**config.mk**
```make
export PLATFORM = sky130hd
export DESIGN_NAME = systolic_feeder_flat
export DESIGN_NICKNAME = d
export VERILOG_FILES = /design/src/rtl/systolic_feeder_if.sv /design/src/rtl/systolic_feeder.sv /design/src/flat_wrapper.sv
export SDC_FILE = /design/constraint.sdc
export NUM_CORES = 1
export LEC_CHECK = 0
export CORE_MARGIN = 2
export CORE_UTILIZATION = 40
export CTS_BUF_LIST = sky130_fd_sc_hd__clkbuf_16
export DETAILED_ROUTE_END_ITERATION = 6
export HOLD_SLACK_MARGIN = 0.03
export PLACE_DENSITY = 0.7
export SYNTH_ARGS = -nofsm -noshare
export SYNTH_HDL_FRONTEND = slang
export SYNTH_SLANG_ARGS = --single-unit
export TNS_END_PERCENT = 5
```
**constraint.sdc**
```tcl
create_clock -name clk -period 2.4 [get_ports clk]
set_input_delay 0.6 -clock clk [delete_from_list [all_inputs] [get_ports clk]]
set_output_delay 0.6 -clock clk [all_outputs]
set_load 0.005 [all_outputs]
```
**src/rtl/systolic_feeder_if.sv**
```systemverilog
// Handshake and data bundle between a slice source and the systolic feeder.
// The master drives start/k_len and the slice stream; the slave produces the skewed edge lanes.
interface systolic_feeder_if #(
    parameter int WIDTH = 16,
    parameter int N     = 4,
    parameter int KW    = 8
);
    logic               start;
    logic [KW-1:0]      k_len;
    logic               s_valid;
    logic               s_ready;
    logic [N*WIDTH-1:0] a_vec;
    logic [N*WIDTH-1:0] b_vec;
    logic [N*WIDTH-1:0] west_out;
    logic [N*WIDTH-1:0] north_out;
    logic               clr_n;
    logic               busy;
    logic               done;

    modport master (
        output start, k_len, s_valid, a_vec, b_vec,
        input  s_ready, west_out, north_out, clr_n, busy, done
    );

    modport slave (
        input  start, k_len, s_valid, a_vec, b_vec,
        output s_ready, west_out, north_out, clr_n, busy, done
    );
endinterface

```
**src/rtl/systolic_feeder.sv**
```systemverilog
// Feeds one A column and one B row per accepted beat into an NxN systolic array,
// skewing lane i by i+1 registers, then flushes the array and pulses done.
module systolic_feeder_lane #(
    parameter int WIDTH = 16,
    parameter int DEPTH = 1
) (
    input  logic             clk,
    input  logic             rst_n,
    input  logic [WIDTH-1:0] d_i,
    output logic [WIDTH-1:0] q_o
);
    logic [WIDTH-1:0] sr_q [DEPTH];

    always_ff @(posedge clk) begin
        if (!rst_n) begin
            for (int s = 0; s < DEPTH; s++) sr_q[s] <= '0;
        end else begin
            sr_q[0] <= d_i;
            for (int s = 1; s < DEPTH; s++) sr_q[s] <= sr_q[s-1];
        end
    end

    assign q_o = sr_q[DEPTH-1];
endmodule

module systolic_feeder #(
    parameter int WIDTH = 16,
    parameter int N     = 4,
    parameter int KW    = 8
) (
    input  logic               clk,
    input  logic               rst_n,
    systolic_feeder_if.slave   bus
);
    localparam int FW = (2*N > 1) ? $clog2(2*N) : 1;
    // Flush ends once the last slice has crossed both skews of the array.
    localparam logic [FW-1:0] FLUSH_LAST = FW'(2*N-2);

    typedef enum logic [1:0] {IDLE, FEED, FLUSH, DONE} state_e;

    state_e        state_q, state_d;
    logic [KW-1:0] beat_q, beat_d, klen_q, klen_d;
    logic [FW-1:0] flush_q, flush_d;
    logic          clr_n_q, clr_n_d;
    logic [KW-1:0] beat_inc;
    logic          accept;

    logic [N-1:0][WIDTH-1:0] a_in, b_in, west, north;

    assign bus.s_ready = (state_q == FEED);
    assign bus.busy    = (state_q != IDLE);
    assign bus.done    = (state_q == DONE);
    assign bus.clr_n   = clr_n_q;
    assign accept      = bus.s_ready && bus.s_valid;
    assign beat_inc    = beat_q + KW'(1);

    always_comb begin
        state_d = state_q;
        beat_d  = beat_q;
        flush_d = flush_q;
        klen_d  = klen_q;
        clr_n_d = 1'b1;
        unique case (state_q)
            IDLE: if (bus.start) begin
                klen_d  = bus.k_len;
                beat_d  = '0;
                flush_d = '0;
                clr_n_d = 1'b0;
                state_d = (bus.k_len == '0) ? FLUSH : FEED;
            end
            FEED: if (accept) begin
                beat_d = beat_inc;
                if (beat_inc == klen_q) begin
                    state_d = FLUSH;
                    flush_d = '0;
                end
            end
            FLUSH: begin
                if (flush_q == FLUSH_LAST) state_d = DONE;
                else                       flush_d = flush_q + FW'(1);
            end
            DONE:    state_d = IDLE;
            default: state_d = IDLE;
        endcase
    end

    always_ff @(posedge clk) begin
        if (!rst_n) begin
            state_q <= IDLE;
            beat_q  <= '0;
            flush_q <= '0;
            klen_q  <= '0;
            clr_n_q <= 1'b0;
        end else begin
            state_q <= state_d;
            beat_q  <= beat_d;
            flush_q <= flush_d;
            klen_q  <= klen_d;
            clr_n_q <= clr_n_d;
        end
    end

    // Idle slots inject zeros so a/b stay aligned and PEs accumulate nothing.
    assign a_in = accept ? bus.a_vec : '0;
    assign b_in = accept ? bus.b_vec : '0;

    for (genvar i = 0; i < N; i++) begin : g_lane
        systolic_feeder_lane #(.WIDTH(WIDTH), .DEPTH(i+1)) u_a (
            .clk(clk), .rst_n(rst_n), .d_i(a_in[i]), .q_o(west[i])
        );
        systolic_feeder_lane #(.WIDTH(WIDTH), .DEPTH(i+1)) u_b (
            .clk(clk), .rst_n(rst_n), .d_i(b_in[i]), .q_o(north[i])
        );
    end

    assign bus.west_out  = west;
    assign bus.north_out = north;
endmodule

```
**src/flat_wrapper.sv**
```systemverilog
// flat-port wrapper written by rule: the top's interface ports become plain ports
module systolic_feeder_flat 
#(
    parameter int WIDTH = 16,
    parameter int N     = 4,
    parameter int KW    = 8
)
  (clk, rst_n, bus_start, bus_k_len, bus_s_valid, bus_a_vec, bus_b_vec, bus_s_ready, bus_west_out, bus_north_out, bus_clr_n, bus_busy, bus_done);
  systolic_feeder_if #(.WIDTH(WIDTH), .N(N), .KW(KW)) bus_i ();
  input  logic clk;
  input  logic rst_n;
  input wire logic [$bits(bus_i.start)-1:0] bus_start;
  input wire logic [$bits(bus_i.k_len)-1:0] bus_k_len;
  input wire logic [$bits(bus_i.s_valid)-1:0] bus_s_valid;
  input wire logic [$bits(bus_i.a_vec)-1:0] bus_a_vec;
  input wire logic [$bits(bus_i.b_vec)-1:0] bus_b_vec;
  output wire logic [$bits(bus_i.s_ready)-1:0] bus_s_ready;
  output wire logic [$bits(bus_i.west_out)-1:0] bus_west_out;
  output wire logic [$bits(bus_i.north_out)-1:0] bus_north_out;
  output wire logic [$bits(bus_i.clr_n)-1:0] bus_clr_n;
  output wire logic [$bits(bus_i.busy)-1:0] bus_busy;
  output wire logic [$bits(bus_i.done)-1:0] bus_done;
  assign bus_i.start = bus_start;
  assign bus_i.k_len = bus_k_len;
  assign bus_i.s_valid = bus_s_valid;
  assign bus_i.a_vec = bus_a_vec;
  assign bus_i.b_vec = bus_b_vec;
  assign bus_s_ready = bus_i.s_ready;
  assign bus_west_out = bus_i.west_out;
  assign bus_north_out = bus_i.north_out;
  assign bus_clr_n = bus_i.clr_n;
  assign bus_busy = bus_i.busy;
  assign bus_done = bus_i.done;
  systolic_feeder #(.WIDTH(WIDTH), .N(N), .KW(KW)) u_core (.clk(clk), .rst_n(rst_n), .bus(bus_i));
endmodule
```
==> key figures, run 1 <==
Synth
  • Sequential fraction of the synthesis area: 0.661
  • Mean Syn Cell Area: ~11 um^2
  • Mapped Nets: around 1100
  • Top cells by area, synth: dfxtp_1 (66%), and2_1 (19%), buf_4 (4.7%)
  • Post-synth top area share: 0.661
  • Warnings from Yosys: 0
  • FFs w/ async S/R, synth: 0
  • Distinct cells, synth: 42
  • Post-synth EDFFs: 0
  • Register bit total from synthesis: roughly 340
  • Top FF cell, synth: dfxtp_1
  • Synth area leader: dfxtp_1
  • Syn Std Cell Area: 10400 um^2
  • Syn Inst Count: about 900

Power and ir drop
  • Net Sw Frac: 0.218
  • Clk pwr share: 0.414
  • Switch Pwr: 2.66 mW
  • Pint: roughly 9.6 mW
  • Logic gate share of total power: 0.093
  • Pleak: 5.67 nW
  • Part of the power in registers: 0.493
  • Power Dens Cells: between 800 and 900 nW/um^2
  • IR drop worst, VDD: slightly above 0.0005 V
  • Power, Total: 12.2 mW

Final layout
  • Fillers: 2184
  • Most frequent cells in the layout: dfxtp_1 (340), and2_1 (320), clkdlybuf4s50_1 (269), clkbuf_16 (38), nand2_1 (24)
  • Commonest non-fill, non-tap cell in the layout: dfxtp_1
  • Final nets: between 1000 and 1500
  • Register area: 6850 um^2
  • Post-route cell area: 14100 um^2
  • Share of post-route cells with drive strength above 1: 0.0593
  • Area occupied by multi-input gates: 2860 um^2
  • Area grow syn2layout: 36.0%

Timing
  • Tmin final: 2.31 ns
  • WHS: 0.427 ns
  • Worst slew pin tran: 0.509 ns
  • Crit share post-route: 0.961
  • RSZ-0062 raised after global routing: true
  • Final Hold Fails: 0
  • Setup violators final: 0
  • Clock Skew: 0.00663 ns
  • Max frequency: roughly 430 MHz
  • Slew headroom: 0.659
  • Slew Viols, Final: 0

Critical path
  • Reg2reg path depth: 8
  • Crit path max fanout: 6
  • Critical Path RT: 2.82 ns
  • Startpoint types: flop
  • Critical Path AT: 2.73 ns
  • Worst setup path category: flop to flop
  • Endpoint kind of the worst setup timing path: flop

Die
  • Die Area: 27200 um^2
  • I/O pins: ~270
  • Core area: 25300 um^2
  • Standard-cell rows: 58
  • Chip height: 165 um
  • DIE WIDTH: roughly 160 um
  • Initial Util: 0.409

CTS
  • TritonCTS clock tree: yes
  • CTS max path bufs: 3
  • CTS root buffer: clkbuf_16
  • Setup bufs post-CTS: 0
  • TritonCTS buffer count: 36
  • Worst-path clk slew: approximately 0.06 ns
  • Worst-Skew Late Latency: 0.49 ns
  • Clock Sinks: 342
  • CTS-repair resized insts: 3
  • Htree depth: 2
  • CTS Hold Buffers Added: 0

Global route
  • Initial antenna violation count: 0
  • Total Routing Usage GR: 0.138
  • Gr ovfl total: 0
  • Vias in the first global route: 5969
  • Wire length of the first global-routing pass: 29.6 mm
  • Maximum number of pins on one net before global-route repair: 100

Placed design
  • IO Port Bufs: 271
  • Gp weighted congestion: 0.785
  • Post-Place Cell Area: approximately 13000 um^2
  • Detailed placement HPWL: around 13 mm

Route
  • Post-DRT Antenna Nets: 0
  • Pre-Repair DR Iteration Count: 4
  • DR WL/cell: 12.8 um
  • Vias/cell: 4.18
  • Via count: 6168
  • Remaining DRCs: 0
  • Detailed Route WL: 18.9 mm
  • Drt initial violations: 303

Worst hold path
  • HP Class: flop to flop
  • Hold path cells: 1

Job
  • Total of max-cap violations: 0

Outcome
  • Status: finished, final reports clean
-- area by class of cell --
cell class	count	area share
clock inverter	25	0.0107
timing repair buffer	281	0.201
clock buffer	38	0.0675
sequential	342	0.486
tap	330	0.0293
inverter	7	0.00186
antenna	1	0.000178
multi-input combinational	453	0.203
-- flip-flops by register name, indices dropped and copies added (netlist names) --
name	count
u_core.g_lane.u_a.sr_q	160
u_core.g_lane.u_b.sr_q	160
u_core.beat_q	8
u_core.klen_q	8
u_core.flush_q	3
u_core.state_q	2
u_core.bus.clr_n	1
-- power by group through the flow --
stage | clock (mW) | sequential [mW] | combinational (mW)
6_report | 5.05 | 6.03 | 1.13
5_1_grt | 5.49 | 6.05 | 1.26
4_1_cts | 5.24 | 6.03 | 1.15
2_1_floorplan | 0 | 6.13 | 0.581
3_5_place_dp | 0 | 6.15 | 1.14
3_3_place_gp | 0 | 6.14 | 1.12
-- cell families after synthesis --
kind of cell	count (synthesis)	synth area share
simple gates	392	0.229
flops	342	0.661
buf+inv	113	0.0646
compound gates	41	0.0245
xor+xnor	9	0.00834
fa+ha+maj	7	0.00845
mux	4	0.00387
-- final timing paths --
kind / from / endpoint / slack (ns)
hold / removal: u_core.g_lane[1].u_a.sr_q[0][6] / u_core.g_lane[1].u_a.sr_q[0][22] / 0.43
hold reg to reg: u_core.g_lane[1].u_a.sr_q[0][6] / u_core.g_lane[1].u_a.sr_q[0][22] / 0.43
setup reg to reg: u_core.beat_q[0] / u_core.flush_q[0] / 0.09
setup / recovery: u_core.beat_q[0] / u_core.flush_q[0] / 0.09
-- worst max-delay path: stages, from the launching register on --
cell	delay, ns
dfxtp_1	0.31
ha_2	0.23
xor2_1	0.15
o2111ai_1	0.17
o21ai_1	0.11
or4_4	0.55
o31ai_4	0.28
and3_4	0.26
mux2i_1	0.18
-- synthesized netlist by cell type (all sizes together), types with 2 or more instances --
| cell type | number |
|---|---|
| xnor2 | 7 |
| nor2 | 14 |
| clkbuf | 40 |
| nand2 | 24 |
| and2 | 320 |
| mux2i | 4 |
| a22oi | 2 |
| buf | 66 |
| or3 | 2 |
| nor2b | 2 |
| nand3 | 13 |
| inv | 6 |
| ha | 7 |
| nor4 | 3 |
| a21boi | 2 |
| dfxtp | 342 |
| a31oi | 2 |
| nor3b | 2 |
| a21oi | 18 |
| and3 | 3 |
| xor2 | 2 |
| nand3b | 2 |
| o21ai | 10 |
| nor3 | 3 |
-- routing by layer --
layer  track usage  up-vias  wire length, um
met1         0.158     2737             7890
met3        0.0590       30             1840
li1              -     3180                -
met5             0        -                0
met4        0.0451        0              392
met2         0.231      221             8790
-- stage by stage --
step | cells | util | setup slack [ns] | TNS, ns
after detailed placement | 1413 | 0.512 | 0.0491 | 0
after global placement | 1413 | 0.512 | 0.0798 | 0
after floorplan | 908 | - | 0.0811 | 0
final | 1477 | 0.556 | 0.0947 | 0
after global routing | 1476 | 0.556 | -0.0120 | -0.0120
after CTS | 1476 | 0.556 | -0.0116 | -0.0116
Note: power is estimated with default switching activity, not from simulation.
==> inputs of run 2 (changes only) <==
CAP_MARGIN = 40   (was unset)
==> results of run 2 <==
The final DEF is identical to that of run 1; final timing and power are the same.
==> inputs of run 3 (changes only) <==
CTS_BUF_LIST = unset   (was sky130_fd_sc_hd__clkbuf_16)
HOLD_SLACK_MARGIN = unset   (was 0.03)
SKIP_CTS_REPAIR_TIMING = 1   (was unset)
==> run 3 against run 2 <==
Utilization increased by 0.34 points; clock skew decreased by 0.00052 ns; combinational power about the same; critical endpoint is now bus_done; critical path type is now flop to primary output.
==> key figures, run 3 (same netlist as run 1, synthesis figures left out) <==
Critical path
  • Worst setup path category: flop to primary output
  • Critical Path Max Stage Delay: 0.55 ns (about the same)
  • Slowest CP cell: clkdlybuf4s50_1
  • Critical Path AT: 1.74 ns (-0.99 ns)
  • Worst Path Buf+Inv: 1 (+1)
  • Crit path max fanout: 4 (-2)
  • Endpoint kind of the worst setup timing path: primary output
  • Critical Path RT: 1.80 ns (-1.02 ns)
  • Crit path max-delay family: buffers and inverters
  • Critical path cell sequence: ha_1, clkdlybuf4s50_1
  • Startpoint types: flop

Timing
  • Max frequency: 427 MHz (-1.5%)
  • Crit share post-route: 0.976 (+0.0150)
  • Slew Viols, Final: 0 (unchanged)
  • Setup violators final: 0 (unchanged)
  • Post-route setup slack: 0.0587 ns (-0.0360 ns)
  • Final Hold Fails: 0 (unchanged)
  • RSZ-0062 raised after global routing: true
  • Tmin final: 2.34 ns (+0.0360 ns)
  • Clock Skew: 0.00610 ns (-0.000522 ns)
  • Worst slew pin tran: 0.524 ns (+0.0147 ns)
  • Final TNS setup: 0 ns (unchanged)
  • Slew headroom: 0.649 (-0.00987)

Placed design
  • Place WS: 0.0491 ns (unchanged)
  • Post-Place Cell Area: 13000 um^2 (unchanged)
  • Detailed placement HPWL: 12.8 mm (unchanged)
  • Cells after DPL: 1413 (unchanged)
  • Gp weighted congestion: 0.785 (unchanged)
  • IO Port Bufs: 271 (unchanged)

Final layout
  • Register area: 6850 um^2 (about the same)
  • Commonest non-fill, non-tap cell in the layout: dfxtp_1
  • Largest registers: u_core.g_lane.u_a.sr_q x160, u_core.g_lane.u_b.sr_q x160
  • Final nets: 1268 (unchanged)
  • Area occupied by multi-input gates: 2860 um^2 (unchanged)
  • Antenna diode count: 0 (-1)
  • Most frequent cells in the layout: dfxtp_1 (342), and2_1 (320), clkdlybuf4s50_1 (269), clkbuf_16 (38), nand2_1 (24)
  • Fillers: 2166 (-0.82%)
  • Fin util: 0.560 (+0.00336)
  • Area grow syn2layout: 36.9%
  • Share of post-route cells with drive strength above 1: 0.0654 (+0.00611)
  • Post-route cell area: 14200 um^2 (+0.60%)
  • Post-route insts no fill: 1476 (-0.068%)

Global route
  • Vias in the first global route: 5995 (+0.44%)
  • Initial antenna violation count: 0 (unchanged)
  • Wire length of the first global-routing pass: 29.6 mm (+0.19%)
  • Gr ovfl total: 0 (unchanged)
  • Total Routing Usage GR: 0.138 (+0.000269)
  • Maximum number of pins on one net before global-route repair: 100 (unchanged)

Worst hold path
  • HP Class: flop to flop

Route
  • Post-DRT Antenna Nets: 0 (unchanged)
  • DR WL/cell: 12.9 um (+0.90%)
  • Detailed Route WL: 19.1 mm (+0.84%)
  • Pre-Repair DR Iteration Count: 4 (unchanged)
  • Remaining DRCs: 0 (unchanged)
  • Vias/cell: 4.21 (+0.70%)
  • Via count: 6207 (+0.63%)
  • Drt initial violations: 293 (-3.3%)

CTS
  • CTS max path bufs: 3 (unchanged)
  • TritonCTS buffer count: 36 (unchanged)
  • TritonCTS clock tree: yes
  • Worst-Skew Late Latency: 0.50 ns (about the same)
  • Worst-path clk slew: 0.06 ns (about the same)
  • Htree depth: 2 (unchanged)
  • Clock Sinks: 342 (unchanged)
  • CTS root buffer: clkbuf_16

Die
  • Core area: 25300 um^2 (unchanged)
  • I/O pins: 272 (unchanged)
  • Die Area: 27200 um^2 (unchanged)
  • Chip height: 165 um (unchanged)
  • Initial Util: 0.409 (unchanged)
  • Standard-cell rows: 58 (unchanged)
  • DIE WIDTH: 165 um (unchanged)

Power and ir drop
  • IR drop worst, VDD: 0.000515 V (-0.55%)
  • Pleak: 5.68 nW (+0.30%)
  • Power Dens Cells: 885 nW/um^2 (+2.1%)

Outcome
  • Status: finished, final reports clean

Job
  • Total of max-cap violations: 0 (unchanged)
==> run 3: cell types whose count changed in the layout (fill, tap and decap cells not counted) <==
| cell | previous run | this run |
|---|---|---|
| clkbuf_1 | 0 | 8 |
| inv_1 | 14 | 6 |
| clkinv_1 | 10 | 1 |
| dfxtp_1 | 340 | 342 |
| dfxtp_2 | 2 | 0 |
| clkbuf_8 | 0 | 9 |
| diode_2 | 1 | 0 |
==> run 3: stage by stage <==
step	hold WS (ns)	total power, mW
final	0.427	12.5
after floorplan	0.412	6.72
after global routing	0.434	13.1
after detailed placement	0.417	7.28
after CTS	0.427	12.7
after global placement	0.413	7.26
==> run 3: path summary, 6_finish.rpt <==
| kind | to | cells after the start | startpoint | slack, ns |
|---|---|---|---|---|
| worst min register to register | u_core.g_lane[1].u_a.sr_q[0][22] | 1 | u_core.g_lane[1].u_a.sr_q[0][6] | 0.43 |
| worst min-delay path | u_core.g_lane[1].u_a.sr_q[0][22] | 1 | u_core.g_lane[1].u_a.sr_q[0][6] | 0.43 |
| worst max register to register | u_core.flush_q[0] | 8 | u_core.beat_q[0] | 0.10 |
| worst max-delay path | bus_done | 2 | u_core.state_q[0] | 0.06 |
==> run 3: final cells by class <==
class	instances	share of cell area
multi-input combinational	453	0.202
sequential	342	0.483
tap	330	0.0291
timing repair buffer	281	0.200
clock inverter	8	0.00609
clock buffer	55	0.0779
inverter	7	0.00185
==> run 3: metal layers <==
layer	vias to the layer above	GRT usage	share of wire
li1	3181	-	-
met1	2761	0.158	0.42
met2	233	0.233	0.46
met3	32	0.0590	0.099
met4	0	0.0447	0.020
met5	-	0	0
==> run 3: power by group <==
group	total [mW]	leakage (nW)	switching (mW)	internal [mW]
registers	6.02	2.76	0.0842	5.94
logic	1.14	2.33	0.493	0.644
clock network	5.39	0.590	2.09	3.29
total	12.5	5.68	2.67	9.88
